<file path="src/rtl/binary_to_bcd_seq_if.sv">
// ============================================================================
// Module      : binary_to_bcd_seq_if
// Description : Valid/ready handshake bundle for the binary-to-BCD converter.
// Revision    : 1.0 - initial release
// ============================================================================
`timescale 1ns/1ps
`default_nettype none

interface binary_to_bcd_seq_if #(
    parameter int IN_BITS = 8,
    parameter int DIGITS  = 3
);
    logic                  in_val;
    logic                  in_rdy;
    logic [IN_BITS-1:0]    in_bin;
    logic                  out_val;
    logic                  out_rdy;
    logic [4*DIGITS-1:0]   out_bcd;

    modport master (
        output in_val, in_bin, out_rdy,
        input  in_rdy, out_val, out_bcd
    );

    modport slave (
        input  in_val, in_bin, out_rdy,
        output in_rdy, out_val, out_bcd
    );
endinterface

`default_nettype wire

</file>
<file path="src/rtl/binary_to_bcd_seq.sv">
// ============================================================================
// Module      : binary_to_bcd_seq
// Description : Sequential double-dabble binary-to-packed-BCD converter.
// Revision    : 1.0 - initial release
// ============================================================================
`timescale 1ns/1ps
`default_nettype none

module binary_to_bcd_seq #(
    parameter int IN_BITS = 8,
    parameter int DIGITS  = 3
) (
    input  logic                 clk,
    input  logic                 rst_n,
    binary_to_bcd_seq_if.slave   bus
);

    localparam int                c_sr_w     = 4*DIGITS + IN_BITS;
    localparam int                c_cnt_w    = $clog2(IN_BITS + 1);
    localparam logic [c_cnt_w-1:0] c_cnt_init = c_cnt_w'(IN_BITS);
    localparam logic [c_cnt_w-1:0] c_cnt_one  = c_cnt_w'(1);
    localparam longint            c_max_in   = (64'sd1 <<< IN_BITS) - 64'sd1;
    localparam longint            c_bcd_span = 64'sd10 ** DIGITS;

    generate
        if (c_bcd_span <= c_max_in) begin : g_bad_params
            $error("binary_to_bcd_seq: DIGITS too small for IN_BITS");
        end
    endgenerate

    typedef enum logic [1:0] {
        S_IDLE  = 2'd0,
        S_SHIFT = 2'd1,
        S_DONE  = 2'd2
    } state_t;

    state_t                 state_q;
    logic [4*DIGITS-1:0]    bcd_q;
    logic [IN_BITS-1:0]     sh_q;
    logic [c_cnt_w-1:0]     cnt_q;
    logic                   in_rdy_q;
    logic                   out_val_q;
    logic [4*DIGITS-1:0]    out_bcd_q;

    logic [4*DIGITS-1:0]    w_bcd_adj;
    logic [c_sr_w-1:0]      shift_d;

    // Add-3 correction on every digit >= 5 before the shift; 4-bit wrap is intended.
    generate
        for (genvar k = 0; k < DIGITS; k++) begin : g_digit
            assign w_bcd_adj[4*k +: 4] = (bcd_q[4*k +: 4] >= 4'd5) ?
                                         (bcd_q[4*k +: 4] + 4'd3) :
                                          bcd_q[4*k +: 4];
        end
    endgenerate

    assign shift_d = {w_bcd_adj, sh_q} << 1;

    always_ff @(posedge clk or negedge rst_n) begin
        if (!rst_n) begin
            state_q   <= S_IDLE;
            bcd_q     <= '0;
            sh_q      <= '0;
            cnt_q     <= '0;
            in_rdy_q  <= 1'b1;
            out_val_q <= 1'b0;
            out_bcd_q <= '0;
        end else begin
            case (state_q)
                S_IDLE: begin
                    if (bus.in_val && in_rdy_q) begin
                        sh_q     <= bus.in_bin;
                        bcd_q    <= '0;
                        cnt_q    <= c_cnt_init;
                        in_rdy_q <= 1'b0;
                        state_q  <= S_SHIFT;
                    end
                end
                S_SHIFT: begin
                    {bcd_q, sh_q} <= shift_d;
                    cnt_q         <= cnt_q - c_cnt_one;
                    // Result register is loaded only on completion so it never shows partial sums.
                    if (cnt_q == c_cnt_one) begin
                        out_bcd_q <= shift_d[c_sr_w-1 -: 4*DIGITS];
                        out_val_q <= 1'b1;
                        state_q   <= S_DONE;
                    end
                end
                S_DONE: begin
                    if (bus.out_rdy) begin
                        out_val_q <= 1'b0;
                        in_rdy_q  <= 1'b1;
                        state_q   <= S_IDLE;
                    end
                end
                default: begin
                    out_val_q <= 1'b0;
                    in_rdy_q  <= 1'b1;
                    state_q   <= S_IDLE;
                end
            endcase
        end
    end

    assign bus.in_rdy  = in_rdy_q;
    assign bus.out_val = out_val_q;
    assign bus.out_bcd = out_bcd_q;

endmodule

`default_nettype wire

</file>
<file path="src/flat_wrapper.sv">
// flat-port wrapper written by rule: the top's interface ports become plain ports
module binary_to_bcd_seq_flat 
#(
    parameter int IN_BITS = 8,
    parameter int DIGITS  = 3
)
  (clk, rst_n, bus_in_val, bus_in_bin, bus_out_rdy, bus_in_rdy, bus_out_val, bus_out_bcd);
  binary_to_bcd_seq_if #(.IN_BITS(IN_BITS), .DIGITS(DIGITS)) bus_i ();
  input  logic clk;
  input  logic rst_n;
  input wire logic [$bits(bus_i.in_val)-1:0] bus_in_val;
  input wire logic [$bits(bus_i.in_bin)-1:0] bus_in_bin;
  input wire logic [$bits(bus_i.out_rdy)-1:0] bus_out_rdy;
  output wire logic [$bits(bus_i.in_rdy)-1:0] bus_in_rdy;
  output wire logic [$bits(bus_i.out_val)-1:0] bus_out_val;
  output wire logic [$bits(bus_i.out_bcd)-1:0] bus_out_bcd;
  assign bus_i.in_val = bus_in_val;
  assign bus_i.in_bin = bus_in_bin;
  assign bus_i.out_rdy = bus_out_rdy;
  assign bus_in_rdy = bus_i.in_rdy;
  assign bus_out_val = bus_i.out_val;
  assign bus_out_bcd = bus_i.out_bcd;
  binary_to_bcd_seq #(.IN_BITS(IN_BITS), .DIGITS(DIGITS)) u_core (.clk(clk), .rst_n(rst_n), .bus(bus_i));
endmodule
</file>
<file path="config.mk">
export PLATFORM = sky130hd
export DESIGN_NAME = binary_to_bcd_seq_flat
export DESIGN_NICKNAME = d
export VERILOG_FILES = /design/src/rtl/binary_to_bcd_seq_if.sv /design/src/rtl/binary_to_bcd_seq.sv /design/src/flat_wrapper.sv
export SDC_FILE = /design/constraint.sdc
export NUM_CORES = 1
export LEC_CHECK = 0
export BUFFER_PORTS_ARGS = -buffer_cell sky130_fd_sc_hd__buf_2
export CAP_MARGIN = 5
export CORE_MARGIN = 3
export CORE_UTILIZATION = 30
export DETAILED_ROUTE_END_ITERATION = 7
export SYNTH_ARGS = -nofsm -noshare
export SYNTH_HDL_FRONTEND = slang
export SYNTH_SLANG_ARGS = --single-unit
</file>
<file path="constraint.sdc">
create_clock -name clk -period 2 [get_ports clk]
set_clock_uncertainty 0.1 [all_clocks]
set_input_delay 0.1 -clock clk [delete_from_list [all_inputs] [get_ports clk]]
set_output_delay 0.1 -clock clk [all_outputs]
set_load 0.01 [all_outputs]
</file>
==> out/results.tsv <==
metric	value	unit
most frequent cell after synthesis	dfrtp_1	
R2R setup slack	0.35	ns
Yosys top cell by area	dfrtp_1	
min cycle time layout	1.650	ns
Worst Tran Pin Value	0.5063	ns
core area	0.006096	mm2
Max clock buf depth	2	
mapped cell area	0.001952	mm2
most frequent cells after synthesis	dfrtp_1, nand2_1, o21ai_0, a21oi_1	
max-slew violations	0	
DR pass1 iterations	4	
cell count after placement	283	
period utilization	82.51	%
Via Count	1383	
pwr/cell area	1430	mW/mm2
Max-slew headroom	66.25	%
Post-route DRC	0	
Crit Path Max Fanout	5	
CP Data Arrival Time	1.77	ns
Avg Vias per Cell	4.704	
Clk Latency, worst-skew pair	0.28	ns
vias in the first global route	1347	
IO Pins	26	
gp weighted congestion	0.7516	
remaining antenna violation count	0	
Peak VDD IR	658.2	uV
Post-Place Cell Area	0.002163	mm2
final hold violation count	0	
# rows	28	
GRT Overall Usage	10.73	%
layout overhead on the synthesized area	16.86	%
Seq/Total Area, Yosys	51.35	%
RSZ-0062 raised after global routing	no	
Syn Nets	204	
Crit Path Category	reg -> reg	
Cell variety after synth	27	
Post-CTS Setup Inserts	0	
post-synthesis cell count	184	
Placement Setup Slack	0.3524	ns
fin cells	294	
Root Buffer Master	clkbuf_8	
EDFF count, synth	0	
initial antenna violation count	0	
synth warn	0	
Setup crit end kind	register	
final worst slack	0.3497	ns
Die Wd	86.66	um
Port Buffers	25	
die height	86.66	um
first-pass GRT wire length	6334	um
Antenna Cells	0	
CTS tree	done	
total gr overflow	0	
Leak	0.001104	uW
total die area	0.007510	mm2
largest net degree at the start of global routing	41	
per-cell routed wire length	12.23	um
Post-synth ARST share	100.0	%
CTS Buf Count	5	
CTS H-tree depth	2	
Starting Density	32.02	%
Initial DRC Count	47	
Reg clk slew, reported paths	0.08	ns
hold slack	0.01462	ns
clock sinks	40	
Total Neg Setup Slack	0	ns
layout cell share with drive strength beyond 1	23.29	%
drt total wl	3596	um
outcome	finished, final reports clean	
Final nets	239	
kind of start point of the critical path	register	
Yosys top cell area share	50.00	%
setup violators final	0	
CP required	2.12	ns
synth top area cells	dfrtp_1, ha_1, mux2i_1, o21ai_0, nand2_1	
Detailed Place HPWL	2579	um
fin area	0.002281	mm2
max-cap violations	0	
fmax	0.6060	GHz
Synth Register Bits	40	
worst min-delay path class	in -> reg	
syn_area_per_cell	10.61	um2
Synth Flop Type	dfrtp_1	
[cell usage in the layout, fill, tap and decap left out, types with 3 or more instances in the layout]
cell | Yosys | routed
a21oi_1 | 11 | 11
a21oi_2 | 3 | 3
a22o_1 | 8 | 8
buf_2 | 3 | 25
buf_4 | 2 | 6
clkbuf_8 | 0 | 5
dfrtp_1 | 39 | 39
dlygate4sd3_1 | 0 | 4
ha_1 | 8 | 8
inv_1 | 10 | 10
mux2_2 | 7 | 7
mux2i_1 | 10 | 10
nand2_1 | 23 | 23
nand2b_1 | 4 | 4
nand3_1 | 4 | 4
nor2_1 | 7 | 7
nor3_1 | 4 | 4
nor3b_1 | 6 | 6
o21ai_0 | 20 | 20
o21ai_1 | 3 | 3
xnor2_1 | 3 | 3
[worst max-delay path: stages (launching register included)]
cell,delay (ns)
dfrtp_1,0.43
inv_1,0.08
ha_1,0.22
nand2b_1,0.11
a21oi_2,0.21
mux2i_1,0.27
mux2_2,0.18
[metrics by stage]
stage	total power [uW]	utilization [%]
floorplan	2418	-
global placement	2759	35.49
global route	3599	37.42
CTS	3325	37.42
detailed placement	2799	35.49
finish	3261	37.42
[logic make-up after synthesis]
family | count (synthesis) | synth area share, %
buffers and inverters | 17 | 4.615
AND/OR/NAND/NOR | 50 | 12.76
XOR/XNOR | 3 | 1.346
multiplexers | 18 | 9.936
flip-flops | 40 | 51.35
AO/OA/AOI/OAI | 48 | 14.87
adder cells (fa/ha/maj) | 8 | 5.128
[where the power goes]
group | leakage (uW) | switching (uW) | total (uW) | internal (uW)
sequential | 0.000519 | 251 | 1370 | 1120
clock | 0.0000410 | 257 | 495 | 237
combinational | 0.000544 | 743 | 1400 | 655
total | 0.00110 | 1250 | 3260 | 2010
[routing by layer]
layer	GRT usage, %	part of all wire (%)
met2	16.55	45
met3	3.327	4.7
met1	14.69	49
met4	2.691	0.58
met5	0	0
[area by class of cell]
cell class,count,area [um2]
Timing Repair Buffer,35,210.2
Tap cell,75,93.84
Inverter,10,37.54
Sequential cell,40,1002
Clock inverter,1,5.005
Fill cell,633,3815
Multi-Input combinational cell,127,859.6
Clock buffer,6,72.57
[flip-flops by register name, summed over array words and instances, names as in the netlist]
signal,flops
u_core.bus.out_val,1
u_core.bus.in_rdy,1
u_core.bcd_q,12
u_core.bus.out_bcd,12
u_core.sh_q,8
u_core.state_q,2
u_core.cnt_q,4
[worst paths after layout]
check / startpoint / end / cells after the start
setup / recovery: u_core.bcd_q[0] / u_core.bus.out_bcd[2] / 6
hold / removal: bus_in_bin[6] / u_core.sh_q[6] / 3
setup reg to reg: u_core.bcd_q[0] / u_core.bus.out_bcd[2] / 6
hold reg to reg: u_core.bus.out_bcd[11] / u_core.bus.out_bcd[11] / 2
max in group asynchronous: rst_n / u_core.bcd_q[0] / 3
min in group asynchronous: rst_n / u_core.state_q[0] / 3
[what timing repair did]
item                      4_1_cts  5_1_grt
hold endpoints to repair       42        0
hold buffers                    4        0
resized for setup               0        0
Note: power is estimated with default switching activity, not from simulation.
